`src/rtl/mprj_pad_pkg.sv`:
```
// Shared types for the MPRJ pad sequencer: mode encodings, FSM states,
// configuration payload and the per-pad boot mode table.
package mprj_pad_pkg;

    localparam int unsigned NUM_PADS_DEF = 38;
    localparam int unsigned ADDR_W       = 6;
    localparam int unsigned MODE_W       = 2;

    typedef enum logic [MODE_W-1:0] {
        MODE_SAFE  = 2'b00,
        MODE_IN    = 2'b01,
        MODE_OUT   = 2'b10,
        MODE_BIDIR = 2'b11
    } pad_mode_e;

    typedef enum logic [2:0] {
        ST_RESET_HOLD = 3'd0,
        ST_BOOT_WAIT  = 3'd1,
        ST_BOOT_SCAN  = 3'd2,
        ST_IDLE       = 3'd3,
        ST_ISOLATE    = 3'd4,
        ST_APPLY      = 3'd5
    } seq_state_e;

    typedef struct packed {
        logic [ADDR_W-1:0] addr;
        pad_mode_e         mode;
    } cfg_req_t;

    // Pads 7-21 and 36 boot as inputs, every other pad boots bidirectional.
    function automatic logic [2*NUM_PADS_DEF-1:0] boot_modes();
        logic [2*NUM_PADS_DEF-1:0] m;
        m = '0;
        for (int i = 0; i < int'(NUM_PADS_DEF); i++) begin
            if ((i >= 7 && i <= 21) || i == 36) begin
                m[2*i +: 2] = MODE_IN;
            end else begin
                m[2*i +: 2] = MODE_BIDIR;
            end
        end
        return m;
    endfunction

    localparam logic [2*NUM_PADS_DEF-1:0] DEFAULT_MODE = boot_modes();

endpackage

```
`src/rtl/mprj_pad_map.sv`:
```
// Registered decoder from a committed pad mode (and the core's OEB in
// BIDIR) to the pad cell OEN/REN controls.
module mprj_pad_map (
    input  logic       clk,
    input  logic       rst_n,
    input  logic [1:0] mode_i,
    input  logic       core_oeb_i,
    output logic       oen_o,
    output logic       ren_o
);
    import mprj_pad_pkg::*;

    logic oen_d;
    logic ren_d;
    logic oen_q;
    logic ren_q;

    always_comb begin
        oen_d = 1'b1;
        ren_d = 1'b0;
        case (pad_mode_e'(mode_i))
            MODE_SAFE: begin
                oen_d = 1'b1;
                ren_d = 1'b0;
            end
            MODE_IN: begin
                oen_d = 1'b1;
                ren_d = 1'b1;
            end
            MODE_OUT: begin
                oen_d = 1'b0;
                ren_d = 1'b1;
            end
            MODE_BIDIR: begin
                oen_d = core_oeb_i;
                ren_d = 1'b1;
            end
            default: begin
                oen_d = 1'b1;
                ren_d = 1'b0;
            end
        endcase
    end

    // Reset parks the pad in SAFE (driver off, receiver off).
    always_ff @(posedge clk or negedge rst_n) begin
        if (!rst_n) begin
            oen_q <= 1'b1;
            ren_q <= 1'b0;
        end else begin
            oen_q <= oen_d;
            ren_q <= ren_d;
        end
    end

    assign oen_o = oen_q;
    assign ren_o = ren_q;

endmodule

```
`src/rtl/mprj_pad_sequencer.sv`:
```
// MPRJ pad sequencer: staggered boot scan of default pad modes, then
// isolate-then-apply handling of single-pad mode change requests.
module mprj_pad_sequencer #(
    parameter int unsigned          NUM_PADS     = mprj_pad_pkg::NUM_PADS_DEF,
    parameter int unsigned          SETTLE_CYC   = 4,
    parameter int unsigned          BOOT_DLY     = 16,
    parameter int unsigned          STAGGER      = 2,
    parameter logic [2*NUM_PADS-1:0] DEFAULT_MODE = (2*NUM_PADS)'(mprj_pad_pkg::DEFAULT_MODE)
) (
    input  logic                  clock,
    input  logic                  resetb,
    input  logic                  cfg_valid,
    output logic                  cfg_ready,
    input  logic [5:0]            cfg_addr,
    input  logic [1:0]            cfg_mode,
    output logic                  cfg_err,
    input  logic [NUM_PADS-1:0]   core_oeb,
    output logic [NUM_PADS-1:0]   pad_oen,
    output logic [NUM_PADS-1:0]   pad_ren,
    output logic [2*NUM_PADS-1:0] pad_mode,
    output logic                  busy
);
    import mprj_pad_pkg::*;

    localparam int unsigned IDX_W   = (NUM_PADS > 1) ? $clog2(NUM_PADS) : 1;
    localparam int unsigned CNT_MAX = (BOOT_DLY >= SETTLE_CYC && BOOT_DLY >= STAGGER) ? BOOT_DLY :
                                      (SETTLE_CYC >= STAGGER) ? SETTLE_CYC : STAGGER;
    localparam int unsigned CNT_W   = (CNT_MAX > 1) ? $clog2(CNT_MAX) : 1;

    localparam logic [NUM_PADS-1:0][1:0] BOOT_MODE = DEFAULT_MODE;

    seq_state_e               state_q;
    seq_state_e               state_d;
    logic [IDX_W-1:0]         idx_q;
    logic [IDX_W-1:0]         idx_d;
    logic [CNT_W-1:0]         cnt_q;
    logic [CNT_W-1:0]         cnt_d;
    logic [NUM_PADS-1:0][1:0] mode_q;
    logic [NUM_PADS-1:0][1:0] mode_d;
    cfg_req_t                 req_q;
    cfg_req_t                 req_d;
    logic                     ready_q;
    logic                     ready_d;
    logic                     busy_q;
    logic                     busy_d;
    logic                     err_q;
    logic                     err_d;

    logic                     accept_c;
    logic                     in_range_c;
    logic [IDX_W-1:0]         idx_nxt_c;

    assign accept_c   = cfg_valid & ready_q;
    assign in_range_c = (32'(cfg_addr) < NUM_PADS);
    assign idx_nxt_c  = idx_q + IDX_W'(1);

    // Next-state logic; each pad mode commit happens on the edge that enters
    // the scan window or APPLY, so pad outputs follow one cycle later.
    always_comb begin
        state_d = state_q;
        idx_d   = idx_q;
        cnt_d   = cnt_q;
        mode_d  = mode_q;
        req_d   = req_q;
        err_d   = 1'b0;

        case (state_q)
            ST_RESET_HOLD: begin
                state_d = ST_BOOT_WAIT;
                cnt_d   = '0;
                idx_d   = '0;
            end
            ST_BOOT_WAIT: begin
                if (cnt_q == CNT_W'(BOOT_DLY - 1)) begin
                    state_d   = ST_BOOT_SCAN;
                    cnt_d     = '0;
                    idx_d     = '0;
                    mode_d[0] = BOOT_MODE[0];
                end else begin
                    cnt_d = cnt_q + CNT_W'(1);
                end
            end
            ST_BOOT_SCAN: begin
                if (cnt_q == CNT_W'(STAGGER - 1)) begin
                    cnt_d = '0;
                    if (idx_q == IDX_W'(NUM_PADS - 1)) begin
                        state_d = ST_IDLE;
                    end else begin
                        idx_d             = idx_nxt_c;
                        mode_d[idx_nxt_c] = BOOT_MODE[idx_nxt_c];
                    end
                end else begin
                    cnt_d = cnt_q + CNT_W'(1);
                end
            end
            ST_IDLE: begin
                if (accept_c) begin
                    if (!in_range_c) begin
                        err_d = 1'b1;
                    end else if (mode_q[cfg_addr] != cfg_mode) begin
                        req_d.addr       = cfg_addr;
                        req_d.mode       = pad_mode_e'(cfg_mode);
                        mode_d[cfg_addr] = MODE_SAFE;
                        cnt_d            = '0;
                        state_d          = ST_ISOLATE;
                    end
                end
            end
            ST_ISOLATE: begin
                if (cnt_q == CNT_W'(SETTLE_CYC - 1)) begin
                    state_d             = ST_APPLY;
                    cnt_d               = '0;
                    mode_d[req_q.addr]  = req_q.mode;
                end else begin
                    cnt_d = cnt_q + CNT_W'(1);
                end
            end
            ST_APPLY: begin
                state_d = ST_IDLE;
            end
            default: begin
                state_d = ST_RESET_HOLD;
            end
        endcase

        ready_d = (state_d == ST_IDLE);
        busy_d  = (state_d != ST_IDLE);
    end

    always_ff @(posedge clock or negedge resetb) begin
        if (!resetb) begin
            state_q <= ST_RESET_HOLD;
            idx_q   <= '0;
            cnt_q   <= '0;
            mode_q  <= '0;
            req_q   <= '0;
            ready_q <= 1'b0;
            busy_q  <= 1'b1;
            err_q   <= 1'b0;
        end else begin
            state_q <= state_d;
            idx_q   <= idx_d;
            cnt_q   <= cnt_d;
            mode_q  <= mode_d;
            req_q   <= req_d;
            ready_q <= ready_d;
            busy_q  <= busy_d;
            err_q   <= err_d;
        end
    end

    for (genvar g = 0; g < int'(NUM_PADS); g++) begin : g_pad
        mprj_pad_map u_map (
            .clk        (clock),
            .rst_n      (resetb),
            .mode_i     (mode_q[g]),
            .core_oeb_i (core_oeb[g]),
            .oen_o      (pad_oen[g]),
            .ren_o      (pad_ren[g])
        );
    end

    assign cfg_ready = ready_q;
    assign cfg_err   = err_q;
    assign busy      = busy_q;
    assign pad_mode  = mode_q;

endmodule
```
`config.mk`:
```
export PLATFORM = sky130hd
export DESIGN_NAME = mprj_pad_sequencer
export DESIGN_NICKNAME = d
export VERILOG_FILES = /design/src/rtl/mprj_pad_pkg.sv /design/src/rtl/mprj_pad_map.sv /design/src/rtl/mprj_pad_sequencer.sv
export SDC_FILE = /design/constraint.sdc
export NUM_CORES = 1
export LEC_CHECK = 0
export CAP_MARGIN = 20
export CORE_MARGIN = 1.5
export CORE_UTILIZATION = 30
export DETAILED_ROUTE_END_ITERATION = 6
export PLACE_DENSITY_LB_ADDON = 0.15
export SETUP_SLACK_MARGIN = 0.05
export SLEW_MARGIN = 20
export SYNTH_ARGS = -nofsm -noshare
export SYNTH_HDL_FRONTEND = slang
export SYNTH_SLANG_ARGS = --single-unit
```
`constraint.sdc`:
```
create_clock -name clock -period 3.3 [get_ports clock]
set_clock_uncertainty 0.05 [all_clocks]
set_input_delay 0.825 -clock clock [delete_from_list [all_inputs] [get_ports clock]]
set_output_delay 0.825 -clock clock [all_outputs]
set_load 0.05 [all_outputs]
```
==> results.sh <==
export IMPL_status="finished clean"
export IMPL_fin_crit_ns=3.29
export IMPL_antenna_found_initial=1
export IMPL_start_kind="primary input"
export IMPL_start_util=0.308
export IMPL_drtAntennaViolNets=0
export IMPL_clkPwrFrac=0.457
export IMPL_ys_seq_area_frac=0.428
export IMPL_rsz0062_at_grt="true"
export IMPL_fp_row_count=67
export IMPL_syn_to_final_growth_pct=41.2
export IMPL_cts_tree="done"
export IMPL_end_kind="register"
export IMPL_timing_final_ws_setup_ns=0.0132
export IMPL_max_freq_mhz=304
export IMPL_hpwl_um=30700
export IMPL_reg2reg_setup_slack_ns=0.12
export IMPL_synthFlopType="dfrtp_1"
export IMPL_layout_commonest_cell="clkdlybuf4s50_1"
export IMPL_synth_edf_count=0
export IMPL_grt_pass1_wl_um=63000
export IMPL_vias=10393
export IMPL_critPathMaxFanout=8
export IMPL_syn_avg_cell_area_um2=8.65
export IMPL_final_nets=1518
export IMPL_fp_coreArea_um2=33800
export IMPL_synth_async_reset_ratio=1.00
export IMPL_worst_slew_pin_slew_ns=0.772
export IMPL_worstRegToRegCells=10
export IMPL_clk_latency_ns=0.46
export IMPL_fill_cells=3377
export IMPL_drt_initial_drc_count=953
export IMPL_fp_dieW_um=189
export IMPL_cts_sinks=176
export IMPL_most_common_layout_cells="clkdlybuf4s50_1 (196), nand2_1 (170), buf_4 (161), dfrtp_1 (137), o21ai_0 (126)"
export IMPL_leakagePower_nw=6.00
export IMPL_p_int_w=0.00347
export IMPL_yosysUniqueCellTypes=78
export IMPL_crit_required_ns=3.60
export IMPL_htree_num_levels=4
export IMPL_met1_length_um=18300
export IMPL_maxCapViolCount=0
export IMPL_critical_path_class="in -> reg"
export IMPL_final_cell_area_um2=14700
export IMPL_wl_um=42500
export IMPL_syn_nets=1255
export IMPL_min_delay_path_class="in -> async"
export IMPL_wl_met2_um=19200
export IMPL_maxSlewHeadroom=0.482
export IMPL_drive_gt1_frac=0.265
export IMPL_dr_max_layer_used="met4"
export IMPL_p_switching_w=0.00114
export IMPL_io_buffers=203
export IMPL_p_seq_frac=0.470
export IMPL_dpl_cell_area_um2=13500
export IMPL_hold_viol=0
export IMPL_slew_viol_final=0
export IMPL_switching_share=0.247
export IMPL_combinationalPowerShare=0.073
export IMPL_via_per_inst=5.40
export IMPL_synthesis_area_um2=10400
export IMPL_grt_pass1_vias=10070
export IMPL_clk_pin_slew_ns=0.07
export IMPL_ios=204
export IMPL_wl_met3_um=3440
export IMPL_globalRoute_totalOverflow=0
export IMPL_worstPathArrival_ns=3.58
export IMPL_place_ws_ns=-0.765
export IMPL_fin_crit_sh=0.996
export IMPL_grt_max_degree=67
export IMPL_drc=0
export IMPL_routedWlPerCell_um=22.1
export IMPL_ir_drop_mv=0.367
export IMPL_tns_ns=0
export IMPL_grt_util_all_layers=0.234
export IMPL_yosys_warnings=0
export IMPL_ys_seq_elements=176
export IMPL_die_area_um2=35800
export IMPL_setup_violations_final=0
export IMPL_clockBufferDepth=2
export IMPL_synthCells=1201
export IMPL_dr_pass1_iters=6
export IMPL_power_density_nw_per_um2=314
export IMPL_gp_congestion=0.938
export IMPL_cts_root_buf="clkbuf_16"
export IMPL_cts_buffers=17
export IMPL_die_height_um=189
[repair_timing]
| item | 4_1_cts | 5_1_grt |
|---|---|---|
| hold buffers | 0 | 0 |
| cloned | 1 | 7 |
| setup endpoints to repair | 80 | 66 |
| gates resized for setup | 25 | 55 |
| buffers inserted | 9 | 6 |
| pin swaps | 9 | 10 |
[power by group through the flow]
stage / Combinational, W / Sequential, W / Clock [W]
floorplan: 0.000120 / 0.00221 / 0
global placement: 0.000314 / 0.00221 / 0
detailed placement: 0.000316 / 0.00221 / 0
CTS: 0.000334 / 0.00217 / 0.00218
global route: 0.000360 / 0.00217 / 0.00225
finish: 0.000335 / 0.00217 / 0.00211
[worst max-delay path by stage]
stage	to	cells past startpoint	slack, ns	start
floorplan	register	12	-0.13	cfg_addr[1]
global placement	register	11	-0.76	cfg_addr[2]
detailed placement	register	10	-0.77	cfg_addr[2]
CTS	register	11	0.04	cfg_addr[1]
global route	register	14	-0.03	cfg_addr[1]
finish	register	11	0.01	cfg_addr[1]
[Yosys cell counts (10+ instances only)]
cell / instances / area share
nand2_1: 171 / 0.062
dfrtp_1: 137 / 0.33
o21ai_0: 136 / 0.065
a21oi_1: 123 / 0.059
buf_4: 79 / 0.057
nor2_1: 75 / 0.027
clkbuf_1: 53 / 0.019
or2_2: 41 / 0.025
dfstp_2: 39 / 0.099
nand3_1: 25 / 0.012
a31oi_1: 24 / 0.014
a22oi_1: 19 / 0.014
nor3_1: 19 / 0.0091
buf_2: 14 / 0.0067
mux2i_1: 14 / 0.013
mux2_2: 12 / 0.013
o31ai_1: 12 / 0.0087
inv_1: 11 / 0.0040
nand2b_1: 10 / 0.0060
[through the flow]
| step | utilization | power [W] | hold WS [ns] | std cells |
|---|---|---|---|---|
| 6_report | 0.434 | 0.00461 | 0.197 | 1926 |
| 5_1_grt | 0.434 | 0.00477 | 0.204 | 1926 |
| 4_1_cts | 0.422 | 0.00468 | 0.184 | 1912 |
| 3_5_place_dp | 0.399 | 0.00252 | 0.438 | 1870 |
| 3_3_place_gp | 0.399 | 0.00252 | 0.430 | 1870 |
| 2_1_floorplan | - | 0.00233 | 0.442 | 1201 |
[per-layer routing]
layer	GRT usage	vias to the layer above
li1	-	4735
met1	0.314	5118
met2	0.361	463
met3	0.0539	77
met4	0.0980	0
met5	0	-
[critical path, stage by stage]
cell	delay, ns
buf_12	0.11
buf_8	0.15
mux4_2	0.52
mux2i_1	0.19
o221ai_1	0.16
or3_4	0.39
mux2i_4	0.21
a31o_4	0.34
buf_8	0.17
or3b_1	0.36
o2bb2ai_2	0.13
[cell type report]
type / count / area, um^2 / share of cell area
flip-flops and latches: 176 / 4450 / 0.303
clock inverters: 13 / 150 / 0.0102
diodes: 1 / 2.50 / 0.000171
well taps: 448 / 561 / 0.0382
inverters: 12 / 45.0 / 0.00307
multi-input cells: 861 / 5210 / 0.355
clock buffers: 19 / 443 / 0.0302
repair buffers: 396 / 3810 / 0.259
[cells by family (layout without fill, tap and decap cells)]
kind of cell	count (synthesis)	count (layout)	synth area share
simple gates	407	407	0.187
buf+inv	165	440	0.0935
fa+ha+maj	5	5	0.00602
flops	176	176	0.428
compound gates	402	403	0.233
mux	37	37	0.0441
xor+xnor	9	9	0.00758
other cells	0	1	0
(Power assumes the default switching activity.)
